**config.mk**
```make
export PLATFORM = sky130hd
export DESIGN_NAME = tick_token_source
export DESIGN_NICKNAME = d
export VERILOG_FILES = /design/src/rtl/tick_token_source.sv
export SDC_FILE = /design/constraint.sdc
export NUM_CORES = 1
export LEC_CHECK = 0
export ABC_AREA = 1
export CORE_UTILIZATION = 35
export CTS_BUF_LIST = sky130_fd_sc_hd__clkbuf_4 sky130_fd_sc_hd__clkbuf_8
export DETAILED_ROUTE_END_ITERATION = 16
export PLACE_DENSITY = 0.6
export SLEW_MARGIN = 20
export SYNTH_ARGS = -nofsm -noshare
export SYNTH_HDL_FRONTEND = slang
export SYNTH_SLANG_ARGS = --single-unit
```
**constraint.sdc**
```tcl
create_clock -name clk_in -period 2.95 [get_ports clk_in]
set_clock_uncertainty 0.15 [all_clocks]
set_input_delay 0.59 -clock clk_in [delete_from_list [all_inputs] [get_ports clk_in]]
set_output_delay 0.59 -clock clk_in [all_outputs]
set_load 0.005 [all_outputs]
```
**src/rtl/tick_token_source.sv**
```systemverilog
// -----------------------------------------------------------------------------
// tick_token_source
//
// Turns the slow divided clock from the clock divider into a stream of
// incrementing data tokens on a valid/ready channel. Downstream KPN processes
// then see the slow rate as tokens rather than as a clock.
//
// tick_in is treated as asynchronous data. It passes through a synchronizer,
// and its rising edge becomes a one-cycle tick. Each enabled tick pushes the
// current generator value into a small first-word-fall-through FIFO.
//
// Ports
//   clk_in        system clock; the only clock in the block
//   rst_n_in      asynchronous active-low reset
//   tick_in       divided clock, sampled as data
//   enable_in     1 = turn ticks into tokens, 0 = discard ticks
//   clear_in      synchronous flush of FIFO, generator and overflow flag
//   data_out      head-of-FIFO token (valid while valid_out = 1)
//   valid_out     FIFO non-empty
//   ready_in      downstream accepts data_out this cycle
//   count_out     current FIFO occupancy, 0..DEPTH
//   overflow_out  sticky: a tick was dropped because the FIFO was full
// -----------------------------------------------------------------------------
module tick_token_source #(
    parameter int unsigned WIDTH = 8,
    parameter int unsigned DEPTH = 4,
    parameter int unsigned START = 0,
    parameter int unsigned STEP  = 1
) (
    input  logic                     clk_in,
    input  logic                     rst_n_in,
    input  logic                     tick_in,
    input  logic                     enable_in,
    input  logic                     clear_in,
    output logic [WIDTH-1:0]         data_out,
    output logic                     valid_out,
    input  logic                     ready_in,
    output logic [$clog2(DEPTH):0]   count_out,
    output logic                     overflow_out
);

    localparam int unsigned PTR_W = $clog2(DEPTH);
    localparam int unsigned CNT_W = PTR_W + 1;

    localparam logic [WIDTH-1:0] START_V = WIDTH'(START);
    localparam logic [WIDTH-1:0] STEP_V  = WIDTH'(STEP);
    localparam logic [CNT_W-1:0] FULL_V  = CNT_W'(DEPTH);

    // ------------------------------------------------------------------
    // Synchronizer and rising-edge detect.
    // s1/s2 form the two-flop synchronizer. s3 holds the previous s2 value,
    // so s2 & ~s3 is high for exactly one cycle per tick_in rise.
    // ------------------------------------------------------------------
    logic s1_q, s2_q, s3_q;
    logic tick;

    always_ff @(posedge clk_in or negedge rst_n_in) begin
        if (!rst_n_in) begin
            s1_q <= 1'b0;
            s2_q <= 1'b0;
            s3_q <= 1'b0;
        end else begin
            s1_q <= tick_in;
            s2_q <= s1_q;
            s3_q <= s2_q;
        end
    end

    assign tick = s2_q & ~s3_q;

    // ------------------------------------------------------------------
    // Generator and FIFO state
    // ------------------------------------------------------------------
    logic [WIDTH-1:0] mem_q [DEPTH];
    logic [PTR_W-1:0] wr_ptr_q, wr_ptr_d;
    logic [PTR_W-1:0] rd_ptr_q, rd_ptr_d;
    logic [CNT_W-1:0] count_q,  count_d;
    logic [WIDTH-1:0] gen_q,    gen_d;
    logic             ovf_q,    ovf_d;

    logic push_req;
    logic pop;
    logic full;
    logic push_ok;
    logic drop;
    logic mem_we;

    assign push_req = tick & enable_in;
    // valid_out comes from the count register only, so there is no
    // combinational path from ready_in to valid_out.
    assign pop      = valid_out & ready_in;
    assign full     = (count_q == FULL_V);
    // A full FIFO can still take a token when the head leaves in the same cycle.
    assign push_ok  = push_req & (~full | pop);
    assign drop     = push_req & full & ~pop;

    always_comb begin
        wr_ptr_d = wr_ptr_q;
        rd_ptr_d = rd_ptr_q;
        count_d  = count_q;
        gen_d    = gen_q;
        ovf_d    = ovf_q;
        mem_we   = 1'b0;

        if (clear_in) begin
            // Clear takes priority: any push or pop this cycle is discarded.
            // The synchronizer is left alone, so an in-flight tick still lands.
            wr_ptr_d = '0;
            rd_ptr_d = '0;
            count_d  = '0;
            gen_d    = START_V;
            ovf_d    = 1'b0;
        end else begin
            if (push_ok) begin
                mem_we   = 1'b1;
                wr_ptr_d = wr_ptr_q + PTR_W'(1);
            end
            if (pop) begin
                rd_ptr_d = rd_ptr_q + PTR_W'(1);
            end
            if (push_ok && !pop) begin
                count_d = count_q + CNT_W'(1);
            end else if (pop && !push_ok) begin
                count_d = count_q - CNT_W'(1);
            end
            // The generator advances on every enabled tick, even when the
            // token is dropped, so the consumer sees a gap in the values.
            if (push_req) begin
                gen_d = gen_q + STEP_V;
            end
            if (drop) begin
                ovf_d = 1'b1;
            end
        end
    end

    always_ff @(posedge clk_in or negedge rst_n_in) begin
        if (!rst_n_in) begin
            wr_ptr_q <= '0;
            rd_ptr_q <= '0;
            count_q  <= '0;
            gen_q    <= START_V;
            ovf_q    <= 1'b0;
        end else begin
            wr_ptr_q <= wr_ptr_d;
            rd_ptr_q <= rd_ptr_d;
            count_q  <= count_d;
            gen_q    <= gen_d;
            ovf_q    <= ovf_d;
        end
    end

    // The storage is reset so that data_out reads 0 straight out of reset.
    always_ff @(posedge clk_in or negedge rst_n_in) begin
        if (!rst_n_in) begin
            for (int i = 0; i < int'(DEPTH); i++) begin
                mem_q[i] <= '0;
            end
        end else if (mem_we) begin
            mem_q[wr_ptr_q] <= gen_q;
        end
    end

    // ------------------------------------------------------------------
    // Outputs: first-word-fall-through head
    // ------------------------------------------------------------------
    assign data_out     = mem_q[rd_ptr_q];
    assign valid_out    = (count_q != '0);
    assign count_out    = count_q;
    assign overflow_out = ovf_q;

endmodule

```
==> reports/results.ini, run 1 <==
[outcome]
status = completed

[clock_tree]
cts_hold_buf = 0
clkTransAtPathRegs_ns = 0.09
cts-root-buf = clkbuf_8
post_cts_buffers = 0
clock_latency_ns = 0.30
htreeDepth = 2
cts_resized = 0
clockBufferDepth = 2
numCtsBuffers = 5
cts.sinks = 51
cts_tree = built

[worst_setup_path]
critPathSlowestCell = clkdlybuf4s50_1
crit_path_end_kind = output pin
crit_type = reg -> out
r2r_start = count_out[1]
cp_cell_sequence = inv_1 > o21ai_0 > o22ai_1 > clkdlybuf4s50_1
required_ns = 2.21
crit_family = buffers and inverters
cp_data_arrival_time_ns = 1.91
path_buf_inv = 2
crit_path_max_fanout = 17
startpoint_type = flip-flop
slowest_delay_ns = 0.53
setup.worst_path.start = rd_ptr_q[0]

[final_layout]
antenna_cells = 0
drive_gt1_share_pct = 11.7
design_area_sq_um = 2790
areaGrowthSynthToFinish_pct = 13.9
multiInputGateArea_sq_um = 1020
fillCellCount = 695
nNetsFinal = 302
seqCellArea_sq_um = 1280

[power_and_ir_drop]
p_int_uw = 1140
sw_frac_of_total_pct = 30.6
p_leak_uw = 0.00129
p_sw_uw = 504
ir_drop_uv = 266
pwr-share-clk_pct = 24.6
seqPwrFrac_pct = 46.0
pwr-share-comb_pct = 29.4
power_per_cell_area_nw_per_um2 = 590

[sta]
finalMaxSlewViolations = 0
whs_ns = 0.217
setup_tns_ns = 0
worst_pin_slew_ns = 0.645
setup_violations = 0
min_period_ns = 2.65
relSlewSlack_pct = 57.0
final.period_utilization_pct = 90.0
hold_violations = 0
grt_setup_unrepaired = false
fmax_mhz = 377

[place]
globalplace.congestion = 0.719
dp_hpwl_microns = 3190
place_area_sq_um = 2700
portBuffers = 18

[synthesis]
yosysUniqueCellTypes = 23
synth_cells = 270
syn-num-nets = 282
ys_warn_count = 0
syn_area_sq_um = 2450
synth_top_area_share_pct = 52.1
synth.area.top_cells = dfrtp_1 (52%), nand2_1 (8.6%), o21ai_0 (5.3%)
seq_area_frac_synth_pct = 52.1
syn_area_per_cell_sq_um = 9.07
yosys.area.top_type = dfrtp_1
synth_seq_cells = 51

[flow_run]
drv_cap = 0

[detailed_routing]
drt_first_pass_iters = 4
ant_nets = 0
drc = 0
totalWireLength_microns = 4850
avgViaCountPerCell = 4.68
wl_per_cell_microns = 12.6
drtIter0Drc = 117
vias = 1808

[die]
io_pins = 19
row_count = 30
die_area_sq_um = 7340
die_w_microns = 85.7
start_util_pct = 36.1
coreArea_sq_um = 6790
die-height_microns = 85.7

[global_route]
overflow = 0
grt_pass1_vias = 1761
grt_max_degree = 52
grt_antenna_before_repair = 0
grt_pass1_wl_microns = 8310
track_usage_pct = 14.6

[worst_hold_path]
hp-start = s1_q
hold_path.class = reg -> reg

==> layout make-up <==
cell class / count / area share (%)
clock buffer: 6 / 2.96
clock inverter: 1 / 0.179
inverter: 25 / 3.36
multi-input combinational: 186 / 36.4
sequential: 51 / 45.7
tap: 96 / 4.30
timing repair buffer: 21 / 7.08
==> state kept, by name, indices dropped and copies added (netlist names) <==
signal	count
count_out	3
gen_q	8
mem_q	32
overflow_out	1
rd_ptr_q	2
s1_q	1
s2_q	1
s3_q	1
wr_ptr_q	2
==> metal layers <==
metal / GRT usage, % / wire, microns / vias up
met1: 19.8 / 2370 / 844
met3: 3.37 / 232 / 6
met4: 4.39 / 47 / 0
met5: 0 / 0 / -
met2: 23.5 / 2210 / 30
li1: - / - / 928
==> per-stage QoR <==
stage / setup slack, ns / util [%] / std cells / total power, uW
floorplan: 1.09 / - / 270 / 1030
CTS: 0.266 / 41.1 / 386 / 1660
global placement: 0.591 / 39.8 / 379 / 1260
finish: 0.295 / 41.1 / 386 / 1650
detailed placement: 0.546 / 39.8 / 379 / 1260
global route: 0.151 / 41.1 / 386 / 1750
==> cells by family after synthesis <==
| family | synth area share [%] |
|---|---|
| adder cells (fa/ha/maj) | 3.37 |
| flip-flops | 52.1 |
| AO/OA/AOI/OAI | 17.1 |
| buffers and inverters | 6.43 |
| AND/OR/NAND/NOR | 21.0 |
==> layout by cell type, fill, tap and decap left out <==
cell,synthesis,layout
buf_2,3,1
nand4_1,4,4
clkdlybuf4s50_1,0,17
clkbuf_8,0,6
nor2_1,26,26
nor3_2,2,2
nor3_1,1,1
inv_1,24,24
o22ai_1,9,9
inv_2,1,1
o21ai_1,21,21
nand2_1,56,56
nand2_4,5,5
ha_1,5,5
nand2_2,1,1
dfrtp_1,51,51
o21ai_0,26,26
fa_1,1,1
clkinv_2,0,1
a21oi_1,6,6
o21ai_2,11,11
nor2_8,2,2
nand3_2,1,1
nand3_1,9,9
buf_4,0,3
==> worst reg2reg max path, cell delays in order (launching register included) <==
cell     delay [ns]
dfrtp_1        0.41
nor2_1         0.22
nand3_2        0.16
nand3_1        0.20
inv_1          0.07
fa_1           0.38
inv_1          0.06
nand2_1        0.05
nand3_1        0.06
nand2_1        0.05
==> path summary, 6_finish.rpt <==
| check | slack (ns) | cells past startpoint | to |
|---|---|---|---|
| min in group asynchronous | 0.25 | 2 | count_out[0] |
| worst min-delay path | 0.22 | 0 | s2_q |
| max in group asynchronous | 1.98 | 2 | mem_q[17] |
| worst max-delay path | 0.30 | 4 | data_out[7] |
| worst min register to register | 0.22 | 0 | s2_q |
| worst max register to register | 1.04 | 9 | count_out[2] |
==> Yosys cell counts (all sizes together) <==
master  number
buf          7
o22ai        9
clkbuf       1
a21oi        6
nand2       62
ha           5
nor3         3
o21ai       58
nand4        4
dfrtp       51
fa           1
inv         25
nand3       10
nor2        28
==> power by group through the flow <==
stage / Combinational, uW / Clock, uW / Sequential (uW)
after floorplan: 259 / 0 / 771
after global placement: 484 / 0 / 773
after detailed placement: 489 / 0 / 771
after CTS: 490 / 417 / 759
after global routing: 549 / 442 / 762
final: 485 / 405 / 758
Note: power is estimated with default switching activity, not from simulation.
==> inputs of run 2 (changes only) <==
Settings changed: PLACE_DENSITY 0.6 to 0.64.
==> reports/results.ini, run 2 (same netlist as run 1, synthesis figures left out) <==
[final_layout]
antenna_cells = 0  ; unchanged
regMostFlops = mem_q
nNetsFinal = 303  ; +0.33%
drive_gt1_share_pct = 12.3  ; +0.60 points
fin_util_pct = 41.9  ; +0.83 points
areaGrowthSynthToFinish_pct = 16.2
final_common_cell = nand2_1
most-common-layout-cells = nand2_1 (56), dfrtp_1 (51), nor2_1 (26), o21ai_0 (26), inv_1 (24)
largest_reg_flops = 32  ; unchanged
design_area_sq_um = 2850  ; +2.0%

[clock_tree]
clockBufferDepth = 2  ; unchanged
cts_hold_buf = 0  ; unchanged
post_cts_buffers = 0  ; unchanged
clock_latency_ns = 0.31  ; about the same
cts_resized = 0  ; unchanged
cts.sinks = 51  ; unchanged
htreeDepth = 2  ; unchanged
cts-root-buf = clkbuf_8
clkTransAtPathRegs_ns = 0.09  ; about the same
cts_tree = built
numCtsBuffers = 5  ; unchanged

[worst_hold_path]
hold_path.class = reg -> reg
hold_depth = 0  ; unchanged
holdPathEnd = s2_q
hp-start = s1_q

[sta]
finalMaxSlewViolations = 0  ; unchanged
relSlewSlack_pct = 57.2  ; +0.22 points
setup_tns_ns = 0  ; unchanged
final.period_utilization_pct = 89.8  ; -0.19 points
setup_violations = 0  ; unchanged
min_period_ns = 2.65  ; -0.00561 ns
worst_pin_slew_ns = 0.642  ; -0.00324 ns
grt_setup_unrepaired = false
fmax_mhz = 377  ; +0.21%
hold_violations = 0  ; unchanged

[power_and_ir_drop]
p_leak_uw = 0.00131  ; +1.7%
power_per_cell_area_nw_per_um2 = 641  ; +8.5%
p_int_uw = 1300  ; +14%
pwr-share-comb_pct = 26.8  ; -2.6 points
seqPwrFrac_pct = 41.6  ; -4.4 points
ir_drop_uv = 324  ; +22%
pwr-share-clk_pct = 31.5  ; +6.9 points
p_sw_uw = 522  ; +3.5%
sw_frac_of_total_pct = 28.6  ; -2.0 points

[die]
io_pins = 19  ; unchanged
start_util_pct = 36.1  ; unchanged
coreArea_sq_um = 6790  ; unchanged
die_w_microns = 85.7  ; unchanged
row_count = 30  ; unchanged
die_area_sq_um = 7340  ; unchanged
die-height_microns = 85.7  ; unchanged

[worst_setup_path]
crit_path_end_kind = output pin
required_ns = 2.21  ; about the same
rrSetupSlack_ns = 0.99  ; -0.05 ns
worstRegToRegCells = 9  ; unchanged
critPathSlowestCell = clkdlybuf4s50_1
cp_data_arrival_time_ns = 1.91  ; about the same
crit_path_max_fanout = 10  ; -7
r2r_start = count_out[1]
crit_type = reg -> out
cp_cell_sequence = inv_1 > buf_4 > o21ai_0 > o22ai_1 > clkdlybuf4s50_1
startpoint_type = flip-flop
r2r-end = count_out[2]
slowest_delay_ns = 0.52  ; about the same

[global_route]
grt_pass1_vias = 1918  ; +8.9%
grt_max_degree = 52  ; unchanged
grt_antenna_before_repair = 0  ; unchanged
grt_pass1_wl_microns = 9040  ; +8.8%
track_usage_pct = 16.0  ; +1.4 points
overflow = 0  ; unchanged

[detailed_routing]
drc = 0  ; unchanged
drtIter0Drc = 89  ; -24%
ant_nets = 0  ; unchanged
drt_first_pass_iters = 4  ; unchanged
wl_per_cell_microns = 13.1  ; +4.5%
totalWireLength_microns = 5100  ; +5.1%
avgViaCountPerCell = 4.81  ; +2.7%
vias = 1867  ; +3.3%

[place]
place_area_sq_um = 2710  ; +0.28%
globalplace.congestion = 0.809  ; +12%
dp_hpwl_microns = 3420  ; +7.1%
portBuffers = 18  ; unchanged

[outcome]
status = completed

[flow_run]
drv_cap = 0  ; unchanged

run 2: how the worst max path moves through the flow:
stage | startpoint | endpoint | slack [ns] | depth (start not counted)
after global routing | rd_ptr_q[0] | data_out[6] | 0.15 | 5
after floorplan | ready_in | count_out[2] | 1.09 | 9
after global placement | ready_in | count_out[2] | 0.58 | 10
final | rd_ptr_q[0] | data_out[6] | 0.30 | 5
after CTS | rd_ptr_q[0] | data_out[6] | 0.27 | 5
after detailed placement | ready_in | count_out[2] | 0.53 | 10
run 2: power groups by stage:
stage               clock, uW  combinational [uW]  sequential (uW)
floorplan                   0                 259              771
global placement            0                 492              772
detailed placement          0                 496              773
CTS                       596                 498              760
global route              623                 552              768
finish                    576                 489              760
run 2: critical path: cells and delay by family, from the launching register on:
kind	cells	cell delay [ns]
flip-flops	1	0.39
buffers and inverters	3	0.97
AO/OA/AOI/OAI	2	0.25
run 2: final cells by class:
class	count	area [sq um]
clock buffers	5	68.8
well taps	96	120
clock inverters	3	67.6
flip-flops and latches	51	1280
repair buffers	22	205
inverters	25	93.8
multi-input cells	186	1020
fillers	687	3950
run 2: per-layer routing:
layer / vias up / GRT usage, % / routed length, microns
li1: 937 / - / -
met1: 898 / 20.4 / 2370
met2: 27 / 26.5 / 2480
met3: 5 / 3.46 / 183
met4: 0 / 6.52 / 68
met5: - / 0 / 0
run 2: metrics by stage:
step	power, uW	hold WS (ns)	instances	setup slack [ns]
2_1_floorplan	1030	0.144	270	1.09
3_3_place_gp	1260	0.188	380	0.585
3_5_place_dp	1270	0.192	380	0.525
4_1_cts	1850	0.214	388	0.271
5_1_grt	1940	0.235	388	0.152
6_report	1820	0.213	388	0.301
